## config.mk

```make
export PLATFORM = sky130hd
export DESIGN_NAME = qdec_nal_unpacker_flat
export DESIGN_NICKNAME = d
export VERILOG_FILES = /design/src/rtl/qdec_nal_unpacker_if.sv /design/src/rtl/qdec_nal_unpacker.sv /design/src/flat_wrapper.sv
export SDC_FILE = /design/constraint.sdc
export NUM_CORES = 1
export LEC_CHECK = 0
export ABC_CLOCK_PERIOD_IN_PS = 4100
export BUFFER_PORTS_ARGS = -buffer_cell sky130_fd_sc_hd__buf_2
export CELL_PAD_IN_SITES_DETAIL_PLACEMENT = 1
export CELL_PAD_IN_SITES_GLOBAL_PLACEMENT = 2
export CORE_MARGIN = 4
export CORE_UTILIZATION = 40
export DETAILED_ROUTE_END_ITERATION = 12
export PLACE_DENSITY = 0.85
export SYNTH_ARGS = -nofsm -noshare
export SYNTH_HDL_FRONTEND = slang
export SYNTH_SLANG_ARGS = --single-unit
```

## constraint.sdc

```tcl
create_clock -name clk -period 4.1 [get_ports clk]
set_input_delay 1.23 -clock clk [delete_from_list [all_inputs] [get_ports clk]]
set_output_delay 1.23 -clock clk [all_outputs]
set_load 0.02 [all_outputs]
```

## src/rtl/qdec_nal_unpacker_if.sv

```systemverilog
// Byte-stream bus between the Annex-B reader, the NAL unpacker and the CABAC bitstream fetch.
// The slave modport is the unpacker's view; the master modport is its environment's view.
interface qdec_nal_unpacker_if #(
  parameter int unsigned CNT_W = 16
) ();

  logic [7:0]       in_byte;
  logic             in_vld;
  logic             in_rdy;
  logic [7:0]       out_byte;
  logic             out_vld;
  logic             out_rdy;
  logic [5:0]       nal_type;
  logic [2:0]       nal_tid;
  logic             nal_hdr_vld;
  logic [CNT_W-1:0] epb_cnt;
  logic             error_intr;

  modport slave (
    input  in_byte,
    input  in_vld,
    output in_rdy,
    output out_byte,
    output out_vld,
    input  out_rdy,
    output nal_type,
    output nal_tid,
    output nal_hdr_vld,
    output epb_cnt,
    output error_intr
  );

  modport master (
    output in_byte,
    output in_vld,
    input  in_rdy,
    input  out_byte,
    input  out_vld,
    output out_rdy,
    input  nal_type,
    input  nal_tid,
    input  nal_hdr_vld,
    input  epb_cnt,
    input  error_intr
  );

endinterface

```

## src/rtl/qdec_nal_unpacker.sv

```systemverilog
// Annex-B NAL unpacker: locates start codes, decodes the two-byte NAL header and strips
// emulation-prevention bytes, presenting the RBSP as a valid/ready byte stream.
module qdec_nal_unpacker #(
  parameter int unsigned CNT_W = 16
) (
  input logic                clk,
  input logic                rst_n,
  qdec_nal_unpacker_if.slave bus
);

  typedef enum logic [2:0] {
    StSearch,
    StHdr0,
    StHdr1,
    StPayload,
    StFlush
  } state_e;

  state_e           r_state;
  logic [1:0]       r_zcnt;
  logic [1:0]       r_rem;
  logic [7:0]       r_hold;
  logic             r_hold_vld;
  logic [7:0]       r_hdr0;
  logic [7:0]       r_out_byte;
  logic             r_out_vld;
  logic [5:0]       r_nal_type;
  logic [2:0]       r_nal_tid;
  logic             r_hdr_vld;
  logic [CNT_W-1:0] r_epb_cnt;
  logic             r_err;

  logic       w_out_free;
  logic       w_in_rdy;
  logic       w_acc;
  logic [7:0] w_byte;
  logic [1:0] w_zinc;
  logic [2:0] w_tid;

  // The output register can take a new byte when empty or being drained this cycle.
  assign w_out_free = ~r_out_vld | bus.out_rdy;
  assign w_in_rdy   = rst_n & (r_state != StFlush) & w_out_free;
  assign w_acc      = bus.in_vld & w_in_rdy;
  assign w_byte     = bus.in_byte;
  assign w_zinc     = (r_zcnt == 2'd3) ? 2'd3 : r_zcnt + 2'd1;
  assign w_tid      = w_byte[2:0] - 3'd1;

  always_ff @(posedge clk or negedge rst_n) begin
    if (!rst_n) begin
      r_state    <= StSearch;
      r_zcnt     <= 2'd0;
      r_rem      <= 2'd0;
      r_hold     <= 8'h00;
      r_hold_vld <= 1'b0;
      r_hdr0     <= 8'h00;
      r_out_byte <= 8'h00;
      r_out_vld  <= 1'b0;
      r_nal_type <= 6'd0;
      r_nal_tid  <= 3'd0;
      r_hdr_vld  <= 1'b0;
      r_epb_cnt  <= '0;
      r_err      <= 1'b0;
    end else begin
      r_hdr_vld <= 1'b0;
      r_err     <= 1'b0;
      if (w_out_free) begin
        r_out_vld <= 1'b0;
      end

      case (r_state)
        StSearch: begin
          if (w_acc) begin
            if (w_byte == 8'h00) begin
              r_zcnt <= w_zinc;
            end else if (w_byte == 8'h01 && r_zcnt >= 2'd2) begin
              r_zcnt  <= 2'd0;
              r_state <= StHdr0;
            end else begin
              r_zcnt <= 2'd0;
            end
          end
        end

        StHdr0: begin
          if (w_acc) begin
            r_hdr0  <= w_byte;
            r_err   <= w_byte[7];
            r_state <= StHdr1;
          end
        end

        StHdr1: begin
          if (w_acc) begin
            r_nal_type <= r_hdr0[6:1];
            r_hdr_vld  <= 1'b1;
            if (w_byte[2:0] == 3'd0) begin
              r_err     <= 1'b1;
              r_nal_tid <= 3'd0;
            end else begin
              r_nal_tid <= w_tid;
            end
            r_state <= StPayload;
          end
        end

        StPayload: begin
          if (w_acc) begin
            if (w_byte == 8'h00) begin
              r_zcnt <= w_zinc;
            end else if (w_byte == 8'h01 && r_zcnt >= 2'd2) begin
              r_zcnt  <= 2'd0;
              r_state <= StHdr0;
            end else if (w_byte == 8'h03 && r_zcnt == 2'd2) begin
              // Emulation prevention: both zeros go out, the 0x03 is dropped.
              r_out_byte <= 8'h00;
              r_out_vld  <= 1'b1;
              r_rem      <= 2'd1;
              r_hold_vld <= 1'b0;
              r_epb_cnt  <= r_epb_cnt + CNT_W'(1);
              r_zcnt     <= 2'd0;
              r_state    <= StFlush;
            end else if ((w_byte == 8'h02 && r_zcnt == 2'd2) || r_zcnt == 2'd3) begin
              r_err  <= 1'b1;
              r_zcnt <= 2'd0;
            end else if (r_zcnt == 2'd0) begin
              r_out_byte <= w_byte;
              r_out_vld  <= 1'b1;
            end else begin
              // First held zero goes out now; the rest and the trigger byte follow in flush.
              r_out_byte <= 8'h00;
              r_out_vld  <= 1'b1;
              r_hold     <= w_byte;
              r_hold_vld <= 1'b1;
              r_rem      <= r_zcnt - 2'd1;
              r_zcnt     <= 2'd0;
              r_state    <= StFlush;
            end
          end
        end

        StFlush: begin
          if (w_out_free) begin
            r_out_vld <= 1'b1;
            if (r_rem != 2'd0) begin
              r_out_byte <= 8'h00;
              r_rem      <= r_rem - 2'd1;
              if (r_rem == 2'd1 && !r_hold_vld) begin
                r_state <= StPayload;
              end
            end else begin
              r_out_byte <= r_hold;
              r_hold_vld <= 1'b0;
              r_state    <= StPayload;
            end
          end
        end

        default: r_state <= StSearch;
      endcase
    end
  end

  assign bus.in_rdy      = w_in_rdy;
  assign bus.out_byte    = r_out_byte;
  assign bus.out_vld     = r_out_vld;
  assign bus.nal_type    = r_nal_type;
  assign bus.nal_tid     = r_nal_tid;
  assign bus.nal_hdr_vld = r_hdr_vld;
  assign bus.epb_cnt     = r_epb_cnt;
  assign bus.error_intr  = r_err;

endmodule

```

## src/flat_wrapper.sv

```systemverilog
// flat-port wrapper written by rule: the top's interface ports become plain ports
module qdec_nal_unpacker_flat 
#(
  parameter int unsigned CNT_W = 16
)
  (clk, rst_n, bus_in_byte, bus_in_vld, bus_in_rdy, bus_out_byte, bus_out_vld, bus_out_rdy, bus_nal_type, bus_nal_tid, bus_nal_hdr_vld, bus_epb_cnt, bus_error_intr);
  qdec_nal_unpacker_if #(.CNT_W(CNT_W)) bus_i ();
  input logic clk;
  input logic rst_n;
  input wire logic [$bits(bus_i.in_byte)-1:0] bus_in_byte;
  input wire logic [$bits(bus_i.in_vld)-1:0] bus_in_vld;
  output wire logic [$bits(bus_i.in_rdy)-1:0] bus_in_rdy;
  output wire logic [$bits(bus_i.out_byte)-1:0] bus_out_byte;
  output wire logic [$bits(bus_i.out_vld)-1:0] bus_out_vld;
  input wire logic [$bits(bus_i.out_rdy)-1:0] bus_out_rdy;
  output wire logic [$bits(bus_i.nal_type)-1:0] bus_nal_type;
  output wire logic [$bits(bus_i.nal_tid)-1:0] bus_nal_tid;
  output wire logic [$bits(bus_i.nal_hdr_vld)-1:0] bus_nal_hdr_vld;
  output wire logic [$bits(bus_i.epb_cnt)-1:0] bus_epb_cnt;
  output wire logic [$bits(bus_i.error_intr)-1:0] bus_error_intr;
  assign bus_i.in_byte = bus_in_byte;
  assign bus_i.in_vld = bus_in_vld;
  assign bus_in_rdy = bus_i.in_rdy;
  assign bus_out_byte = bus_i.out_byte;
  assign bus_out_vld = bus_i.out_vld;
  assign bus_i.out_rdy = bus_out_rdy;
  assign bus_nal_type = bus_i.nal_type;
  assign bus_nal_tid = bus_i.nal_tid;
  assign bus_nal_hdr_vld = bus_i.nal_hdr_vld;
  assign bus_epb_cnt = bus_i.epb_cnt;
  assign bus_error_intr = bus_i.error_intr;
  qdec_nal_unpacker #(.CNT_W(CNT_W)) u_core (.clk(clk), .rst_n(rst_n), .bus(bus_i));
endmodule
```

# [After elaboration in Yosys (flattened, before gate mapping)]
# Cells that the tools add are included.
# Widths: inputs -> output; s select.
[word_totals] reg_bits=59 word_cells=151
[op_classes] n_addsub=5 magnitude_cmp=1 n_eq_ne=28 n_mux=72 n_bitwise=10 n_reduce_logical=22
[op_table] op="$mux 8" n=8
[op_table] op="$mux 3" n=15
[op_table] op="$mux 2" n=17
[op_table] op="$mux 1" n=25
[op_table] op="$add 16x1->16 const B" n=1
[op_table] op="$eq 8x2->1 const B" n=2
[op_table] op="$pmux 8 s2" n=1
[op_table] op="$reduce_and 8->1" n=2
[op_table] op="$pmux 3 s5" n=1
[op_table] op="$ne 2x1->1 const B" n=7
[op_table] op="$reduce_and 11->1" n=1
[op_table] op="$eq 8x1->1 const B" n=1
[op_table] op="$logic_not 8->1" n=1
[op_table] op="$ne 2x2->1 const B" n=4
[op_table] op="$ne 4x2->1 const B" n=2
[op_table] op="$pmux 2 s2" n=2
[op_table] op="$reduce_and 7->1" n=1
[op_table] op="$eq 3x2->1 const B" n=2
[op_table] op="$logic_not 3->1" n=2
[op_table] op="$ne 3x2->1 const B" n=2
[op_table] op="$ne 3x3->1 const B" n=2
[op_table] op="$ne 6x2->1 const B" n=1
[op_table] op="$not 1->1" n=6
[op_table] op="$reduce_and 6->1" n=1
[op_table] op="20 further kinds" n=31

# [Depth between registers and ports, before layout]
# Gate-level depths: netlist (run 1).
[depth] ltp_word=9 ltp_mapped=8 depth_no_buf=7

# [Worst setup path after synthesis (run 1)]
# OpenSTA, ideal clock, no wires.
[synth_path] kind="input port to flip-flop" start="in bus_in_byte[2]" end="reg u_core.r_out_byte[0] (netlist: u_core.bus.out_byte[0])" t_arrival_ns=2.940 required_ns=3.975 path_slack_ns=1.035 path_stages=7 n_path_buf=2 path_cell_list="buf_6 > or4_4 > a2111oi_4 > a2bb2oi_2 > a21o_4 > buf_12 > mux2_4"
[synth_between] elab_chain_len=7 elab_cells_between_ends=17
[synth_lines] item="start: declaration" line_no="flat_wrapper.sv:10" rtl="input wire logic [$bits(bus_i.in_byte)-1:0] bus_in_byte;"
[synth_lines] item="$eq 8x2->1" line_no="qdec_nal_unpacker.sv:113" rtl="end else if (w_byte == 8'h03 && r_zcnt == 2'd2) begin"
[synth_lines] item="$logic_and 1x1->1" line_no="qdec_nal_unpacker.sv:113"
[synth_lines] item="$mux 8" line_no="qdec_nal_unpacker.sv:113"
[synth_lines] item="$mux 8" line_no="qdec_nal_unpacker.sv:110" rtl="end else if (w_byte == 8'h01 && r_zcnt >= 2'd2) begin"
[synth_lines] item="$mux 8" line_no="qdec_nal_unpacker.sv:108" rtl="if (w_byte == 8'h00) begin"
[synth_lines] item="$mux 8" line_no="qdec_nal_unpacker.sv:107" rtl="if (w_acc) begin"
[synth_lines] item="$pmux 8 s2" line_no="qdec_nal_unpacker.sv:70" rtl="case (r_state)"
[synth_lines] item="end signal: assignment" line_no="qdec_nal_unpacker.sv:126" rtl="r_out_byte <= w_byte;"
[synth_lines] item="end signal: assignment" line_no="qdec_nal_unpacker.sv:151" rtl="r_out_byte <= r_hold;"
[synth_lines] item="end: declaration" line_no="qdec_nal_unpacker.sv:25" rtl="logic [7:0] r_out_byte;"
# Parallel ways exist; a longest one is shown, timed or not. The select of a mux whose other input is x is not followed.
# A chain may end at the register's enable or synchronous reset.

# [Worst setup path after layout (run 1)]
[layout_path] start="in bus_out_rdy" end="out bus_in_rdy"
[layout_between] elab_chain_len=2
[layout_lines] item="start: declaration" line_no="flat_wrapper.sv:15" rtl="input wire logic [$bits(bus_i.out_rdy)-1:0] bus_out_rdy;"
[layout_lines] item="$or 1x1->1" line_no="qdec_nal_unpacker.sv:41" rtl="assign w_out_free = ~r_out_vld | bus.out_rdy;"
[layout_lines] item="$and 1x1->1" line_no="qdec_nal_unpacker.sv:42" rtl="assign w_in_rdy = rst_n & (r_state != StFlush) & w_out_free;"
[layout_lines] item="end: declaration" line_no="flat_wrapper.sv:12" rtl="output wire logic [$bits(bus_i.in_rdy)-1:0] bus_in_rdy;"
# Every way passes these cells.

==> impl.org, run 1 <==
** Critical path
- Counting stages on the worst path, the most repeated cell is sky130_fd_sc_hd__buf_2.
- Critical path cell sequence :: buf_2 -> nand2b_1 -> and3_1 -> buf_2
- The worst register-to-register path has a depth of 4.
- STA puts the critical path data arrival time at 1.97 ns.
- At the worst endpoint, the required time is ~2.9 ns.
- Among all stages on the critical path, the largest delay is contributed by sky130_fd_sc_hd__nand2b_1.
- RR Startpoint :: u_core.r_state[0]
- Buffers and inverters on the worst path :: 2
- The largest single stage delay on the critical path is between 0.2 and 0.3 ns.
- Among cell families on the critical path, the largest total delay comes from simple AND/OR/NAND/NOR gates.
- Setup crit end kind :: output port
- In this run the register-to-register setup slack is between 1.5 and 2 ns.
- STA classifies the critical path startpoint as an input port.
- In this run the worst setup path terminates at bus_in_rdy.
- FF-to-FF End :: u_core.r_hold[0]
- Tracing the worst setup path back leads to its startpoint at bus_out_rdy.
- Count of cell instances traversed by the critical path :: 4
- Worst setup path category :: in2out
- Maximum net fanout on the critical path :: 8

** Route
- Routed vias :: 2210
- Avg WL per Cell :: ~17 microns
- Routed wire length :: around 7.2 mm
- The first routing iteration left around 60 violations.
- In the routed layout, each cell is associated on average with a via count of roughly 5.3.
- Once detail routing completed, the nets flagged for antenna violations numbered 0.
- Final routed DRC violation total :: 0
- First-pass iteration count of the detailed router :: 4

** Synth
- Distinct cell type count after synthesis :: a little under 60
- Synthesized instance count :: approximately 260
- The synthesized netlist occupies a cell area of about 3000 sq um.
- Synthesized area per cell :: around 12 sq um
- Most used flip-flop cell after synthesis :: sky130_fd_sc_hd__dfrtp_1
- When the netlist entered floorplanning its net count stood at 281.
- Counting flops and latches in the post-synthesis netlist gives 58.
- Fraction of registers with async set or reset after synthesis :: 1.00
- Count of synthesis-stage warnings from yosys :: 0
- The share of the Yosys chip area taken by registers is 0.477.
- Yosys mapped a number of flops with a built-in enable equal to 0.

** Timing
- The worst path needs 3.20 ns of the cycle, external delays included.
- Count of endpoints failing setup in the final report :: 0
- Worst slew margin :: 0.554
- At the pin with the least slew margin, the transition time is 0.666 ns.
- Final hold viol count :: 0
- Final clock skew :: around 0.0063 ns
- The count of final max-slew check failures was 0.
- Setup total negative slack on the finished layout was measured at 0 ns.
- Setup repair after global routing left no endpoint under its margin.
- Achievable clock frequency :: roughly 0.31 GHz
- Dividing the final minimum period by the clock period gives 0.780.

** Place
- Port buffering added between 40 and 50 buffers.
- GP Congestion :: 0.813
- Detailed placer's ending HPWL :: slightly above 5 mm
- Counting tap cells, the placed design contains a total of 399 instances.
- After detailed placement, the total cell area comes to 3330 sq um.

** Cells and area
- At the end of the flow the core is filled with cells to 0.480.
- Leaving out filler cells and counting taps, the final layout contains a little over 400.
- Antenna cell count :: 0
- Nets :: between 300 and 400
- Synth-to-layout area growth :: 15.5%
- In the layout the commonest cells are 58 x sky130_fd_sc_hd__dfrtp_1, 48 x sky130_fd_sc_hd__buf_2, 21 x sky130_fd_sc_hd__mux2_2.
- With fillers left out, the area of the finished cells amounts to 3520 sq um.
- Fraction of final layout cells with drive strength greater than 1 :: 0.358
- The library cell used most frequently in the layout, excluding fill and tap cells, is sky130_fd_sc_hd__dfrtp_1.

** Clock network
- CTS Root Cell :: sky130_fd_sc_hd__clkbuf_8
- No sink is reached through more buffers than the 2 on the longest clock path.
- Clock tree synthesis inserted a total of 9 buffers.
- The later pin in the worst-skew pair is clocked with a latency of ~0.34 ns.
- In this run, post-CTS repair resized a total of 0 instances.
- Clock-pin slew reported for the worst setup and hold paths after clock tree synthesis :: about 0.070 ns
- H-tree level count :: 3
- TritonCTS built the clock tree.
- The number of setup buffers added after CTS is 0.
- CTS saw 58 sinks.
- Hold repair after CTS inserted 0 buffers.

** Run status
- The flow ran to the end, and the final reports show no timing, DRC or antenna violations.

** Global routing
- Global-route wire length before repair :: 12.0 mm
- The total overflow left after global routing is 0.
- Entering global routing, the biggest net connects 41 pins.
- Vias in the first global route :: between 2000 and 2500
- Antenna violations before repair :: 0
- Across every metal layer, demand over resource in global routing totals 0.175.

** Pwr
- Leakage Power :: approximately 1.7 nW
- The internal portion of the total power is 1.35 mW.
- The worst-case IR drop observed on VDD is 0.360 mV.
- Of the total power, the share spent switching nets is 0.355.
- Power per unit of standard cell area :: between 500 and 600 nW/um^2
- Combinational cell fraction of total power :: 0.349
- The share of total power dissipated in the clock network is 0.244.
- Reported net switching power :: about 0.74 mW
- Of the total power, registers draw 0.407.

** Floorplan
- slightly below 50 I/O pins were placed.
- Total Die Area :: 9070 sq um
- Total number of placement rows :: 31
- Placeable Area :: approximately 7300 sq um
- Initial cell density of the core :: 0.415
- Die X-Extent :: between 90 and 100 microns
- Die outline height :: about 95 microns

** Worst hold path
- The path class of the tightest hold or removal check is reg2reg.

** Run
- The tool flagged a number of max-cap violations equal to 0.
synth_stat cells, drive strengths merged (2+ instances only):
library cell	n	share of area
a21boi	2	0.0049
a21o	3	0.0099
a21oi	7	0.012
a22o	7	0.021
a31oi	7	0.014
and2	3	0.0062
and3	6	0.012
and4	2	0.0058
buf	5	0.018
clkbuf	8	0.017
dfrtp	58	0.48
ha	7	0.029
inv	10	0.012
mux2	29	0.12
mux2i	3	0.0099
nand2	11	0.014
nand2b	3	0.0062
nand3	9	0.016
nand3b	3	0.0074
nand4	4	0.0082
nor2	17	0.021
nor2b	2	0.0049
nor3b	3	0.0090
nor4	4	0.013
o21ai	10	0.016
or2	3	0.0062
or4	2	0.0074
xnor2	9	0.026
xor2	7	0.020
power groups by stage:
stage	Sequential, mW	Combinational (mW)	Clock [mW]
after global routing	0.876	0.801	0.550
after detailed placement	0.861	0.734	0
after global placement	0.853	0.719	0
final	0.852	0.730	0.509
after floorplan	0.915	0.476	0
after CTS	0.851	0.739	0.526
worst min path at each step:
stage / from / endpoint / slack, ns / depth (start not counted)
2_1_floorplan: u_core.r_hdr0[1] / u_core.r_hdr0[1] / 0.44 / 2
3_3_place_gp: u_core.bus.epb_cnt[15] / u_core.bus.epb_cnt[15] / 0.46 / 1
3_5_place_dp: u_core.r_hdr0[1] / u_core.r_hdr0[1] / 0.48 / 2
4_1_cts: u_core.bus.epb_cnt[5] / u_core.bus.epb_cnt[5] / 0.49 / 1
5_1_grt: u_core.bus.epb_cnt[5] / u_core.bus.epb_cnt[5] / 0.51 / 1
6_report: u_core.bus.epb_cnt[5] / u_core.bus.epb_cnt[5] / 0.48 / 1
kinds of logic (layout without fill, tap and decap cells):
logic type / count (synthesis) / in the layout / synth area share
AO/OA/AOI/OAI: 49 / 49 / 0.123
XOR/XNOR: 16 / 16 / 0.0460
adder cells (fa/ha/maj): 7 / 7 / 0.0288
buffers and inverters: 23 / 77 / 0.0472
flip-flops: 58 / 58 / 0.477
multiplexers: 32 / 32 / 0.127
AND/OR/NAND/NOR: 77 / 77 / 0.152
sequential cells by signal, summed over array words and instances, names as in the netlist:
signal	count
u_core.r_hold	8
u_core.r_hold_vld	1
u_core.bus.out_vld	1
u_core.r_zcnt	2
u_core.bus.error_intr	1
u_core.bus.nal_hdr_vld	1
u_core.bus.nal_type	6
u_core.bus.out_byte	8
u_core.bus.nal_tid	3
u_core.bus.epb_cnt	16
u_core.r_state	3
u_core.r_rem	2
u_core.r_hdr0	6
per-layer routing:
layer  share of wire  routed length (microns)  GRT usage
met3           0.044                      317     0.0434
met2            0.47                     3420      0.284
met5               0                        0          0
met4           0.024                      177     0.0829
met1            0.46                     3320      0.219
per-stage QoR:
| stage | hold WS, ns | worst slack [ns] | total power [mW] |
|---|---|---|---|
| floorplan | 0.444 | 1.04 | 1.39 |
| global placement | 0.456 | 0.837 | 1.57 |
| detailed placement | 0.477 | 0.804 | 1.59 |
| CTS | 0.490 | 0.891 | 2.12 |
| global route | 0.514 | 0.850 | 2.23 |
| finish | 0.481 | 0.900 | 2.09 |
layout make-up:
| type | count | area, sq um |
|---|---|---|
| clock inverters | 6 | 57.6 |
| fillers | 809 | 3810 |
| clock buffers | 10 | 128 |
| multi-input cells | 181 | 1460 |
| flip-flops and latches | 58 | 1450 |
| well taps | 99 | 124 |
| inverters | 10 | 37.5 |
| repair buffers | 51 | 263 |
No activity file was read; power rests on OpenSTA's default activity.
==> run 2, diff against run 1 <==
- ABC_CLOCK_PERIOD_IN_PS: 4100 -> 3000
- CORE_UTILIZATION: 40 -> 37
- PLACE_DENSITY: 0.85 -> 0.8
- clock period: 4.1 -> 3 ns (I/O delays scaled with it)
==> run 2 against run 1 <==
  * Count of clock-buffer cells in the layout up 2
  * Flip-flop and latch count unchanged
  * Core utilization down 1.7 points
  * Setup slack worse by 0.46 ns
  * Power up 46%
  * Combinational power up 41%
  * Largest cell class unchanged
  * Highest routed layer unchanged
==> impl.org, run 2 (synthesis gave the netlist of run 1 again) <==
** Run
- The number of maximum-capacitance constraint violations was 0 (unchanged).

** Critical path
- The worst setup path is launched from a flip-flop.
- Critical path cell sequence :: nor2_1 -> nand2_1 -> and3_1 -> buf_2
- Worst setup path category :: reg2out
- The critical path buffer and inverter count is 1 (-1).
- Required time worst endpoint :: 2.10 ns (-0.77 ns)
- Cell family contributing the most delay on the critical path :: simple AND/OR/NAND/NOR gates
- Arrival time at the worst endpoint :: 1.66 ns (-0.31 ns)
- Maximum net fanout on the critical path :: 9 (+1)
- Setup crit end kind :: output port
- The delay of the slowest cell on the worst path came to 0.50 ns (+0.24 ns).
- On the critical path, the stage with the largest delay is an instance of sky130_fd_sc_hd__dfrtp_1.

** Run status
- Outcome :: complete, no violations

** Floorplan
- Die outline height :: 98.7 microns (+3.6%)
- The die footprint is 9750 sq um (+7.4%).
- Total number of placement rows :: 32 (+3.2%)
- The effective utilization at floorplan was 0.388 (-0.0274).
- Placeable Area :: 7850 sq um (+7.0%)
- I/O pin total :: 49 (unchanged)
- The die width came to 98.7 microns (+3.6%).

** Global routing
- The largest net degree at the start of global routing came to 44 (+7.3%).
- The total track usage was 0.161 (-0.0148).
- The wire length of the first global-routing pass came to 12.4 mm (+2.9%).
- Remaining global-route overflow :: 0 (unchanged)
- Vias in the first global route :: 2414 (-1.5%)
- Antenna violations before repair :: 0 (unchanged)

** Cells and area
- The layout cell share with drive strength beyond 1 came to 0.377 (+0.0189).
- Cell Count, Final, Fillers Out :: 426 (+2.7%)
- Nets :: 338 (+2.4%)
- Final standard cell area without fillers :: 3630 sq um (+3.3%)
- Antenna cell count :: 0 (unchanged)
- The library cell used most frequently in the layout, excluding fill and tap cells, is sky130_fd_sc_hd__dfrtp_1.
- The number of flip-flops under the largest register name was 16 (unchanged).
- Relative to the synthesized area, the layout overhead comes to 19.3%.
- Leaving out fill and tap cells, the most frequent cells in the layout are 58 x sky130_fd_sc_hd__dfrtp_1, 48 x sky130_fd_sc_hd__buf_2, 21 x sky130_fd_sc_hd__mux2_2.

** Route
- Final routed DRC violation total :: 0 (unchanged)
- Routed vias :: 2232 (+1.0%)
- Initial detailed-routing violation count :: 85 (+44%)
- The post-detailed-route count of antenna-violating nets is 0 (unchanged).
- The detailed-route vias per instance was 5.24 (-1.6%).
- Avg WL per Cell :: 17.1 microns (-1.8%)
- The first-pass detailed-route iteration total was 4 (unchanged).
- The final wirelength is 7.29 mm (+0.82%).

** Clock network
- The post-CTS clock slew at the launch and capture registers of the worst setup and hold paths is 0.07 ns (about the same).
- TritonCTS built the clock tree.
- Cts hold-fix bufs :: 0 (unchanged)
- Clock tree sinks :: 58 (unchanged)
- H-tree level count :: 3 (unchanged)
- CTS Root Cell :: sky130_fd_sc_hd__clkbuf_8
- Clock insertion delay at the later pin of the skew report :: 0.34 ns (about the same)
- Buffer levels on the longest clock path :: 2 (unchanged)
- Number of buffers created by CTS :: 9 (unchanged)
- Post-CTS Setup Repair Bufs :: 0 (unchanged)
- Cells resized by post-CTS repair :: 0 (unchanged)

** Pwr
- Power per unit of standard cell area :: 838 nW/um^2 (+41%)
- The leakage component of the power is 1.80 nW (+3.5%).
- The sum of internal, switching and leakage power was 3.04 mW (+46%).
- Largest vdd supply drop :: 0.354 mV (-1.5%)

** Timing
- The slew of the pin with the lowest slew margin came to 0.759 ns (+0.0931 ns).
- The number of setup violations in the final report is 0 (unchanged).
- Minimum clock period :: 2.56 ns
- The number of failing hold endpoints at the final stage came to 0 (unchanged).
- Final clock skew :: 0.0111 ns (+0.00474 ns)
- The tightest hold margin is 0.369 ns (-0.111 ns).
- Setup repair after global routing left no endpoint under its margin.
- Part of the cycle the worst path needs :: 0.853
- Derived from the worst setup path, the maximum achievable clock frequency is about 0.4 GHz.
- Worst slew margin :: 0.491 (-0.0624)
- Final slew viol count :: 0 (unchanged)
- Sum of negative setup slack :: 0 ns (unchanged)

** Place
- Placed Cells incl. Taps :: 410 (+2.8%)
- Area after detailed placement :: 3400 sq um (+1.9%)
- The half-perimeter wire length of the detailed placement result is 5.39 mm (+4.4%).
- Port buffer count :: 48 (unchanged)
- The global placer's final weighted congestion came to 0.822 (+1.1%).

** Worst hold path
- The tightest min-delay check is of the in2async type.
==> run 2: cell count changes in the layout (fill, tap and decap cells not counted), sizes merged <==
cell / change
buf: +8
bufinv: +1
clkbuf: +2
clkinv: -3
==> run 2: layout make-up <==
class	count	area, sq um
fill	877	4210
clock buffer	12	165
clock inverter	4	72.6
tap	102	128
timing repair buffer	59	323
multi-input combinational	181	1460
sequential	58	1450
inverter	10	37.5
==> run 2: worst paths after layout <==
| path | from | to | slack, ns | cells past startpoint |
|---|---|---|---|---|
| setup / recovery | u_core.r_state[1] | bus_in_rdy | 0.44 | 4 |
| hold / removal | rst_n | u_core.bus.out_vld | 0.37 | 1 |
| setup reg to reg | u_core.r_zcnt[0] | u_core.bus.out_byte[7] | 0.65 | 7 |
| hold reg to reg | u_core.bus.epb_cnt[15] | u_core.bus.epb_cnt[15] | 0.47 | 1 |
| max in group asynchronous | rst_n | u_core.r_hold[3] | 1.89 | 2 |
| min in group clk | u_core.bus.epb_cnt[15] | u_core.bus.epb_cnt[15] | 0.47 | 1 |
==> run 2: layer usage <==
layer,up-vias,routed length (microns),track usage
met5,-,0,0
li1,1058,-,-
met4,0,138,0.0567
met2,50,3510,0.262
met1,1111,3310,0.205
met3,13,326,0.0432
==> run 2: through the flow <==
stage	setup WS (ns)	utilization
final	0.442	0.463
after global routing	0.326	0.463
after CTS	0.416	0.463
after detailed placement	0.104	0.433
after global placement	0.152	0.433
after floorplan	0.265	-
==> run 2: power by group <==
part | internal, mW | switching, mW
combinational | 0.471 | 0.557
sequential | 1.01 | 0.151
clock | 0.534 | 0.322
total | 2.02 | 1.03
==> run 2: worst register-to-register path, cell delays in order (launching register included) <==
cell	delay, ns
sky130_fd_sc_hd__dfrtp_1	0.46
sky130_fd_sc_hd__inv_1	0.15
sky130_fd_sc_hd__ha_1	0.26
sky130_fd_sc_hd__nor2_1	0.14
sky130_fd_sc_hd__a2111oi_4	0.44
sky130_fd_sc_hd__a2bb2oi_2	0.26
sky130_fd_sc_hd__a21o_4	0.21
sky130_fd_sc_hd__mux2_4	0.32
